### src/rtl/store_lane_unit.sv
// ---------------------------------------------------------------------------
// store_lane_unit
//
// Purpose:
//   Write-side companion to the load-path sign extender. Takes a 32-bit
//   register value and a store size from the CPU datapath, places the
//   narrowed data on the correct little-endian byte lanes, generates byte
//   enables and drives a request/acknowledge write to data memory.
//   Misaligned stores, invalid sizes and memory timeouts are reported as a
//   one-cycle err pulse with a sticky err_code.
//
// Ports:
//   clk        in   1   system clock, rising edge
//   rst        in   1   asynchronous, active-high reset
//   start      in   1   one-cycle store request, honoured in IDLE only
//   size       in   2   00 byte, 01 halfword, 10 word, 11 invalid
//   addr       in  32   byte address of the store
//   wdata      in  32   source register value (low byte/half for narrow stores)
//   mem_ack    in   1   memory accepted the write, honoured in REQ only
//   mem_we     out  1   write request, held high for the whole REQ phase
//   mem_addr   out 32   word-aligned address {addr[31:2], 2'b00}
//   mem_wdata  out 32   lane-placed write data
//   mem_be     out  4   byte enables, bit i selects bits 8i+7:8i
//   busy       out  1   high while a request is outstanding
//   done       out  1   one-cycle pulse on a successful store
//   err        out  1   one-cycle pulse on any error
//   err_code   out  2   00 none, 01 misaligned, 10 invalid size, 11 timeout
// ---------------------------------------------------------------------------
module store_lane_unit #(
    parameter int TIMEOUT = 16,
    parameter int CNT_W   = 5
) (
    input  logic        clk,
    input  logic        rst,
    input  logic        start,
    input  logic [1:0]  size,
    input  logic [31:0] addr,
    input  logic [31:0] wdata,
    input  logic        mem_ack,
    output logic        mem_we,
    output logic [31:0] mem_addr,
    output logic [31:0] mem_wdata,
    output logic [3:0]  mem_be,
    output logic        busy,
    output logic        done,
    output logic        err,
    output logic [1:0]  err_code
);

    typedef enum logic [1:0] {
        IDLE,
        REQ,
        FIN,
        FAIL
    } state_t;

    state_t           state;
    logic [CNT_W-1:0] cnt;

    logic [31:0] lane_wdata;
    logic [3:0]  lane_be;
    logic        misaligned;

    // Lane placement straight from the request inputs so that the registered
    // memory outputs are valid in the cycle right after start. Narrow data is
    // replicated across all lanes; only the byte enables pick the real lanes.
    always_comb begin
        lane_wdata = wdata;
        lane_be    = 4'b1111;
        case (size)
            2'b00: begin
                lane_wdata = {4{wdata[7:0]}};
                lane_be    = 4'b0001 << addr[1:0];
            end
            2'b01: begin
                lane_wdata = {2{wdata[15:0]}};
                lane_be    = addr[1] ? 4'b1100 : 4'b0011;
            end
            default: begin
                lane_wdata = wdata;
                lane_be    = 4'b1111;
            end
        endcase
    end

    // A halfword must sit on an even address and a word on a multiple of four.
    assign misaligned = ((size == 2'b01) && addr[0]) ||
                        ((size == 2'b10) && (addr[1:0] != 2'b00));

    // Single control FSM with all outputs registered. The done/err pulses are
    // raised on the edge entering FIN/FAIL and dropped on the edge leaving, so
    // each lasts exactly one cycle. An ack in the same cycle the counter hits
    // its limit is treated as success, since the memory did take the write.
    always_ff @(posedge clk or posedge rst) begin
        if (rst) begin
            state     <= IDLE;
            cnt       <= '0;
            mem_we    <= 1'b0;
            mem_addr  <= '0;
            mem_wdata <= '0;
            mem_be    <= '0;
            busy      <= 1'b0;
            done      <= 1'b0;
            err       <= 1'b0;
            err_code  <= 2'b00;
        end else begin
            case (state)
                IDLE: begin
                    done   <= 1'b0;
                    err    <= 1'b0;
                    mem_we <= 1'b0;
                    busy   <= 1'b0;
                    mem_be <= 4'b0000;
                    cnt    <= '0;
                    if (start) begin
                        err_code  <= 2'b00;
                        mem_addr  <= {addr[31:2], 2'b00};
                        mem_wdata <= lane_wdata;
                        // Invalid size takes priority over alignment.
                        if (size == 2'b11) begin
                            err_code <= 2'b10;
                            err      <= 1'b1;
                            state    <= FAIL;
                        end else if (misaligned) begin
                            err_code <= 2'b01;
                            err      <= 1'b1;
                            state    <= FAIL;
                        end else begin
                            mem_we <= 1'b1;
                            busy   <= 1'b1;
                            mem_be <= lane_be;
                            state  <= REQ;
                        end
                    end
                end

                REQ: begin
                    if (mem_ack) begin
                        mem_we <= 1'b0;
                        busy   <= 1'b0;
                        mem_be <= 4'b0000;
                        done   <= 1'b1;
                        state  <= FIN;
                    end else if (cnt == CNT_W'(TIMEOUT - 1)) begin
                        mem_we   <= 1'b0;
                        busy     <= 1'b0;
                        mem_be   <= 4'b0000;
                        err      <= 1'b1;
                        err_code <= 2'b11;
                        state    <= FAIL;
                    end else begin
                        cnt <= cnt + CNT_W'(1);
                    end
                end

                FIN: begin
                    done  <= 1'b0;
                    state <= IDLE;
                end

                FAIL: begin
                    err   <= 1'b0;
                    state <= IDLE;
                end

                default: begin
                    state <= IDLE;
                end
            endcase
        end
    end

endmodule

### config.mk
export PLATFORM = sky130hd
export DESIGN_NAME = store_lane_unit
export DESIGN_NICKNAME = d
export VERILOG_FILES = /design/src/rtl/store_lane_unit.sv
export SDC_FILE = /design/constraint.sdc
export NUM_CORES = 1
export LEC_CHECK = 0
export BUFFER_PORTS_ARGS = -buffer_cell sky130_fd_sc_hd__buf_2
export CORE_ASPECT_RATIO = 1.5
export CORE_MARGIN = 1
export CORE_UTILIZATION = 45
export CTS_CLUSTER_DIAMETER = 80
export DETAILED_ROUTE_END_ITERATION = 12
export PLACE_DENSITY = 0.75
export RECOVER_POWER = 25
export SETUP_SLACK_MARGIN = 0.3
export SYNTH_ARGS = -nofsm -noshare
export SYNTH_HDL_FRONTEND = slang
export SYNTH_SLANG_ARGS = --single-unit
### constraint.sdc
create_clock -name clk -period 2.8 [get_ports clk]
set_input_delay 0.42 -clock clk [delete_from_list [all_inputs] [get_ports clk]]
set_output_delay 0.42 -clock clk [all_outputs]
set_load 0.05 [all_outputs]
==> reports/results.ini, run 1 <==
[setup_path]
reg2regPathDepth=3
crit_path_start_kind=flip-flop
worstPathMaxFanout=49
critical_path_class=reg -> reg
end_kind=flip-flop
arrival_ns=2.12
critical_path_required_ns=3.02

[timing]
post-route-period-util=0.680
hold_viol_final=0
finalWorstSetupSlack_ns=0.896
fin_crit_ns=1.90
fmax_mhz=525
tightest_slew_ns=0.715
rsz0062_at_grt=false
slew_violations=0
fin_tns_setup_ns=0
max_slew_margin=0.523
setup-violations-final=0
clock-skew-final_ns=0.00668

[synthesis]
post-synth-top-area-cell=dfrtp_1
synth-adder-area-share=0.00703
synth_mux_area_frac=0.219
synthCells=291
ys_seq_area_frac=0.549
async_reset_ff_frac=1.00
synth_xor_area_frac=0
yosysWarnings=0
synth_edf_count=0
synthMostInstantiatedCell=dfrtp_1
synth.distinct_cells=43
synth_compound_area_frac=0.0960
synth_top_cell_area_share=0.549
synth_top_family_by_area=multiplexers
ys.flop_type=dfrtp_1
netlist_top_cells_area=dfrtp_1 (55%), mux2_2 (9.5%), mux2i_1 (7.3%), mux2_1 (5.1%), a21oi_1 (3.4%)
syn_avg_cell_area_sq_um=12.2
synthSimpleGateAreaFrac=0.0749
synth_commonest_cells=dfrtp_1 (78), mux2_2 (30), mux2i_1 (26)
synth_seq_cells=78
syn-cell-area_sq_mm=0.00356

[final_layout]
fin_nets=498
drive_gt1_frac=0.459
antenna_cells=0
utilization=0.608
area_growth_pct=30.0
fin_cells=533

[run_status]
outcome=finished clean

[floorplanning]
die_w_um=74.6
die_area_sq_mm=0.00827
die_h_um=111
core-area_sq_mm=0.00761
io_pins=144
rows=39
start_util=0.467

[route]
drtAntennaViolNets=0
viasPerCell=5.05
avgRoutedWirePerCell_um=14.9
wl_um=7930
drtIter0Drc=112
firstDrtPassIters=4
vias=2690
drc=0

[cts]
cts_buffers=9
cts.path.max_buffers=2
cts-hold-fix-buffers=0
numClockSinks=78
cts_tree=built
cts-root-buf=clkbuf_16
h-tree-depth=3
cts_resized=0
clkTransAtPathRegs_ns=0.06
clock_latency_ns=0.33
postCtsSetupRepairBufs=0

[global_route]
grt_max_degree=50
grt_usage=0.207
grt_pass1_vias=2683
gr-total-overflow=0
antenna_found_initial=0
grt_pass1_wl_um=12800

[power_and_ir_drop]
ir_drop_mv=1.03
cellLeakagePower_nw=2.25
powerDensity_mw_per_mm2=1440

[place]
portBuffers=141
gp_congestion=0.849
dpl.hpwl_um=5630
place_ws_ns=0.927
dp.cells=517

[min_path]
hold_class=in -> async

[run]
timing.max_cap.violations=0

flip-flops by register name, summed over array words and instances (netlist names):
name       cells
mem_wdata     32
err_code       2
mem_be         4
err            1
mem_addr      30
busy           1
done           1
cnt            5
state          2
where the power goes:
group | internal [mW] | switching, mW | leakage [nW] | total (mW)
combinational | 0.862 | 2.46 | 1.14 | 3.32
clock | 0.960 | 0.437 | 0.177 | 1.40
sequential | 1.65 | 0.315 | 0.927 | 1.96
metrics by stage:
step	total power [mW]	hold WS [ns]	cell area, sq um
after floorplan	4.61	0.487	3560
after global placement	5.26	0.463	4260
after detailed placement	5.32	0.471	4260
after CTS	6.75	0.208	4630
after global routing	7.01	0.261	4630
final	6.68	0.211	4630
kinds of logic after synthesis:
group           Yosys count
buf+inv                  28
other cells               1
compound gates           57
simple gates             53
mux                      72
flops                    78
fa+ha+maj                 2
final timing paths:
kind                             startpoint       endpoint  slack, ns
worst min-delay path                    rst   mem_addr[30]       0.21
worst max register to register     state[1]   mem_addr[27]       0.90
min in group clk                    addr[8]    mem_addr[8]       0.30
max in group asynchronous               rst  mem_wdata[24]       2.23
worst max-delay path               state[1]   mem_addr[27]       0.90
worst min register to register  err_code[0]    err_code[0]       0.48
worst max-delay path, cell delays in order (launching register included):
cell and delay (ns):
dfrtp_1 0.60, nor3b_4 0.28, buf_4 0.48, mux2_2 0.40
routing by layer:
layer / global-route usage / part of all wire / wire length (um) / vias to the layer above
met1: 0.247 / 0.41 / 3270 / 1290
met2: 0.336 / 0.51 / 4030 / 97
met4: 0.0906 / 0.023 / 179 / 0
li1: - / - / - / 1291
met5: 0 / 0 / 0 / -
met3: 0.0645 / 0.056 / 442 / 12
layout by cell type, fill, tap and decap left out, drive strengths merged, types with 2 or more instances in the layout:
cell | synthesis | layout
clkbuf | 3 | 10
mux2 | 46 | 46
conb | 1 | 2
nand3 | 2 | 2
a2bb2oi | 2 | 2
bufinv | 0 | 4
o21ai | 17 | 17
mux2i | 26 | 26
nand2 | 15 | 15
or2 | 2 | 2
nor2 | 20 | 20
dfrtp | 78 | 78
clkinv | 0 | 2
nand3b | 2 | 2
nor3b | 3 | 3
inv | 6 | 6
buf | 19 | 145
nand2b | 4 | 4
o211ai | 2 | 2
ha | 2 | 2
or3 | 2 | 2
a21oi | 24 | 24
o2bb2ai | 3 | 3
area by class of cell:
cell class                 count  area (sq um)
timing repair buffer         145           736
clock inverter                 6           134
fill                         651          2990
multi-input combinational    186          1430
clock buffer                  10           229
inverter                       6          22.5
tap                          102           128
sequential                    78          1950
Power figures use the tool's default switching activity.
==> inputs of run 2 (changes only) <==
--- a/config.mk
+++ b/config.mk
@@ -8,10 +8,10 @@
 export BUFFER_PORTS_ARGS = -buffer_cell sky130_fd_sc_hd__buf_2
 export CORE_ASPECT_RATIO = 1.5
 export CORE_MARGIN = 1
-export CORE_UTILIZATION = 45
+export CORE_UTILIZATION = 44
 export CTS_CLUSTER_DIAMETER = 80
 export DETAILED_ROUTE_END_ITERATION = 12
-export PLACE_DENSITY = 0.75
+export PLACE_DENSITY = 0.77
 export RECOVER_POWER = 25
 export SETUP_SLACK_MARGIN = 0.3
 export SYNTH_ARGS = -nofsm -noshare
==> constraint.sdc (replaced) <==
create_clock -name clk -period 1.5 [get_ports clk]
set_input_delay 0.225 -clock clk [delete_from_list [all_inputs] [get_ports clk]]
set_output_delay 0.225 -clock clk [all_outputs]
set_load 0.05 [all_outputs]
==> run 2 against run 1 <==
Effect of this change:
- the run now ends with negative setup slack left
- combinational power grew to 2.8 times the previous value
- die area is 2.2% higher
- total power is 130% higher
- cell area is 28% higher
- critical path depth is 3 higher
- routed wire length is 31% higher
- clock power is 69% higher
- largest power group unchanged
==> reports/results.ini, run 2 (same netlist as run 1, synthesis figures left out) <==
[run_status]
outcome=finished with violations
violations=negative setup slack

[cts]
cts.path.max_buffers=2
numClockSinks=78
cts_tree=built
h-tree-depth=3
clock_latency_ns=0.34
cts_buffers=9
clkTransAtPathRegs_ns=0.06
cts-hold-fix-buffers=0
cts-root-buf=clkbuf_16

[setup_path]
crit_family=simple AND/OR/NAND/NOR gates
critical_path_class=reg -> reg
regToRegStartpoint=cnt[0]
arrival_ns=1.90
end_kind=flip-flop
critical_path_required_ns=1.75
cpMaxStageDelayCell=dfrtp_1
crit_chain=ha_2 > and3_4 > ha_4 > or3_4 > a2bb2oi_2 > o22ai_2
worstPathMaxFanout=6
slowest_delay_ns=0.39
worstSetupEndpoint=cnt[4]
worstSetupPathDepth=6
crit_buf_inv=0
setup.worst_path.start=cnt[0]
reg2regPathDepth=6
crit_path_start_kind=flip-flop
worst_r2r_endpoint=cnt[4]
reg2reg_slack_ns=-0.15

[floorplanning]
io_pins=144
core-area_sq_mm=0.00771
die_h_um=112
die_area_sq_mm=0.00846
rows=39
die_w_um=75.4
start_util=0.461

[final_layout]
drive_gt1_frac=0.639
layout_common_cells=dfrtp_1 (78), buf_2 (71), mux2_4 (46), buf_4 (39), clkbuf_4 (33)
fin_nets=543
top_register=mem_wdata
largest_reg_flops=32
final_common_cell=dfrtp_1
area_growth_pct=66.7
antenna_cells=0
reg_top3=mem_wdata (32), mem_addr (30), cnt (5)
design_area_sq_mm=0.00593

[global_route]
gr-total-overflow=0
grt_pass1_vias=3147
globalRouteMet3Util=0.0646
antenna_found_initial=0
use_met2=0.438
grt_pass1_wl_um=15900
grt_max_degree=40
grt_usage=0.255
busiest_layer=met2
met1_usage=0.298

[route]
drtIter0Drc=89
avgRoutedWirePerCell_um=18.0
firstDrtPassIters=4
viasPerCell=5.22
wl_um=10400
drc=0
drtAntennaViolNets=0
vias=3017

[place]
portBuffers=141
place_ws_ns=-0.154
dpl.hpwl_um=6180
dpl-instance-area_sq_mm=0.00466
gp_congestion=0.774

[min_path]
hold_class=in -> async

[timing]
hold_viol_final=0
slew_violations=0
fmax_mhz=605
fin_crit_ns=1.65
post-route-period-util=1.10
tightest_slew_ns=0.960
finalWorstSetupSlack_ns=-0.152
rsz0062_at_grt=true
setup-violations-final=41
clock-skew-final_ns=0.00401
max_slew_margin=0.360

[run]
timing.max_cap.violations=0

[power_and_ir_drop]
ir_drop_mv=1.79
powerDensity_mw_per_mm2=2610
cellLeakagePower_nw=2.82

## run 2: cell types whose count changed in the layout (fill, tap and decap cells not counted), sizes merged
cell	change
clkbuf	+34
buf	+10
bufinv	-2
clkinv	+2
clkinvlp	+2
inv	-1
## run 2: through the flow
step | total power, mW | hold slack, ns | utilization | TNS (ns) | instances
floorplan | 9.39 | 0.373 | - | -0.163 | 292
global placement | 10.7 | 0.397 | 0.604 | -0.268 | 530
detailed placement | 10.9 | 0.405 | 0.604 | -0.837 | 530
CTS | 14.8 | 0.0452 | 0.733 | -0.744 | 575
global route | 16.1 | 0.0941 | 0.769 | -4.30 | 578
finish | 15.5 | 0.0400 | 0.769 | -1.79 | 578
## run 2: what timing repair did
item	4_1_cts	5_1_grt
setup buffers	21	2
pin swaps	1	4
setup endpoints to repair	95	124
gates cloned	8	1
gates resized for setup	77	90
## run 2: cell type report
cell class              instances  area, sq um
inverters                       6         23.8
repair buffers                190         1660
well taps                     102          128
clock inverters                 7         98.8
fillers                       526         1780
flip-flops and latches         78         1950
clock buffers                   9          225
multi-input cells             186         1840
## run 2: worst min-delay path by stage
stage	from	endpoint	slack, ns
final	rst	cnt[4]	0.04
after CTS	rst	mem_addr[11]	0.05
after global placement	rst	mem_addr[13]	0.40
after floorplan	addr[30]	mem_addr[30]	0.37
after global routing	rst	cnt[2]	0.09
after detailed placement	rst	mem_addr[13]	0.40
## run 2: tightest hold or removal path, stage by stage
cell and delay (ns):
buf_2 0.10, clkinvlp_2 0.07, buf_4 0.43
## run 2: metal layers
layer  share of wire  routed length (um)  vias to the layer above
li1                -                   -                     1384
met1            0.38                3890                     1507
met5               0                   0                        -
met4           0.029                 300                        0
met2            0.55                5750                      103
met3           0.042                 431                       23
## run 2: power breakdown
group	leakage (nW)	total, mW	internal, mW	switching, mW
registers	0.927	3.84	3.08	0.761
logic	1.74	9.26	3.93	5.34
clock network	0.156	2.37	1.46	0.903
total	2.82	15.5	8.47	7.00
==> inputs of run 3 (changes only) <==
--- a/config.mk
+++ b/config.mk
@@ -11,6 +11,7 @@
 export CORE_UTILIZATION = 44
 export CTS_CLUSTER_DIAMETER = 80
 export DETAILED_ROUTE_END_ITERATION = 12
+export MAX_ROUTING_LAYER = met4
 export PLACE_DENSITY = 0.77
 export RECOVER_POWER = 25
 export SETUP_SLACK_MARGIN = 0.3
==> run 3 against run 2 <==
Effect of this change:
- the flow still finishes with violations (negative setup slack)
- final cell count did not move
- count of clock-buffer cells in the layout is the same
- combinational power about the same
- critical endpoint unchanged
==> reports/results.ini, run 3 (same netlist as run 1, synthesis figures left out) <==
[min_path]
min_from=addr[20]
hold_depth=2
hold_class=in -> reg
hold_path_end=mem_addr[20]

[setup_path]
slowest_delay_ns=0.39
arrival_ns=1.90
crit_path_start_kind=flip-flop
cpMaxStageDelayCell=dfrtp_1
worst_r2r_endpoint=cnt[4]
worstSetupPathDepth=6
reg2reg_slack_ns=-0.15
crit_buf_inv=0
worstPathMaxFanout=6
end_kind=flip-flop
crit_chain=ha_2 > and3_4 > ha_4 > or3_4 > a2bb2oi_2 > o22ai_2
crit_family=simple AND/OR/NAND/NOR gates
critical_path_required_ns=1.75
regToRegStartpoint=cnt[0]
critical_path_class=reg -> reg
reg2regPathDepth=6

[timing]
hold_viol_final=0
rsz0062_at_grt=true
slew_violations=0
tightest_slew_ns=0.975
fin_crit_ns=1.65
setup-violations-final=41
post-route-period-util=1.10
fmax_mhz=606
finalWorstSetupSlack_ns=-0.149
clock-skew-final_ns=0.00409
whs_ns=0.116
max_slew_margin=0.350

[global_route]
grt_pass1_vias=3155
grt_pass1_wl_um=15900
grt_max_degree=40
gr-total-overflow=0
antenna_found_initial=0
grt_usage=0.262

[place]
gp_congestion=0.784
dpl-instance-area_sq_mm=0.00466
place_ws_ns=-0.154
portBuffers=141
dp.cells=530
dpl.hpwl_um=6180

[floorplanning]
io_pins=144
core-area_sq_mm=0.00771
start_util=0.461
die_h_um=112
rows=39
die_area_sq_mm=0.00846
die_w_um=75.4

[cts]
cts-hold-fix-buffers=0
h-tree-depth=3
numClockSinks=78
cts.path.max_buffers=2
cts-root-buf=clkbuf_16
cts_tree=built
clock_latency_ns=0.34
cts_buffers=9
clkTransAtPathRegs_ns=0.06

[final_layout]
reg_top3=mem_wdata (32), mem_addr (30), cnt (5)
layout_common_cells=dfrtp_1 (78), buf_2 (71), mux2_4 (46), buf_4 (38), clkbuf_4 (33)
fin_cells=578
multi_input_area_sq_mm=0.00184
regArea_sq_mm=0.00195
largest_reg_flops=32
utilization=0.769
top_register=mem_wdata
final_common_cell=dfrtp_1
drive_gt1_frac=0.639
antenna_cells=0
fin_nets=543
fillers=527
design_area_sq_mm=0.00593
area_growth_pct=66.6

[route]
wl_um=10400
drtIter0Drc=103
vias=3028
viasPerCell=5.24
drc=0
drtAntennaViolNets=0
avgRoutedWirePerCell_um=17.9
firstDrtPassIters=4

[power_and_ir_drop]
cellLeakagePower_nw=2.82
ir_drop_mv=1.79
powerDensity_mw_per_mm2=2610

[run_status]
violations=negative setup slack
outcome=finished with violations

[run]
timing.max_cap.violations=0

run 3: cell types whose count changed in the layout (fill, tap and decap cells not counted):
cell and change:
buf_4 -1, clkbuf_2 +1
run 3: power by group:
part	total [mW]	internal, mW	switching (mW)
Sequential	3.84	3.08	0.760
Clock	2.36	1.46	0.896
Combinational	9.26	3.93	5.34
Total	15.5	8.47	6.99
run 3: worst reg2reg max path: cells and delay by family, from the launching register on:
kind,cells,cell delay (ns)
fa+ha+maj,2,0.37
flops,1,0.39
compound gates,2,0.28
simple gates,2,0.52
run 3: metrics by stage:
stage / total power, mW / setup TNS (ns)
after floorplan: 9.39 / -0.163
after global placement: 10.7 / -0.268
after detailed placement: 10.9 / -0.837
after CTS: 14.8 / -0.744
after global routing: 16.1 / -4.29
final: 15.5 / -1.56
run 3: worst max-delay path by stage:
| stage | start | to | slack (ns) |
|---|---|---|---|
| finish | cnt[0] | cnt[4] | -0.15 |
| global route | cnt[0] | cnt[4] | -0.19 |
| CTS | cnt[1] | cnt[3] | -0.11 |
| detailed placement | cnt[1] | cnt[2] | -0.15 |
| global placement | cnt[1] | cnt[3] | -0.06 |
| floorplan | cnt[1] | cnt[3] | -0.05 |
run 3: cell type report:
class                   count  share of cell area
inverters                   6             0.00401
clock inverters             7              0.0167
flip-flops and latches     78               0.329
well taps                 102              0.0215
clock buffers               9              0.0380
repair buffers            190               0.280
multi-input cells         186               0.311
run 3: repair_timing:
item / in CTS / in global routing
endpoints found under the setup margin: 95 / 124
pin swaps: 1 / 4
cloned: 8 / 1
buffers inserted: 21 / 2
resized for setup: 77 / 90
run 3: layer usage:
| metal | part of all wire | track usage |
|---|---|---|
| met1 | 0.37 | 0.298 |
| met4 | 0.031 | 0.0975 |
| met3 | 0.043 | 0.0637 |
| met5 | 0 | - |
| met2 | 0.55 | 0.438 |
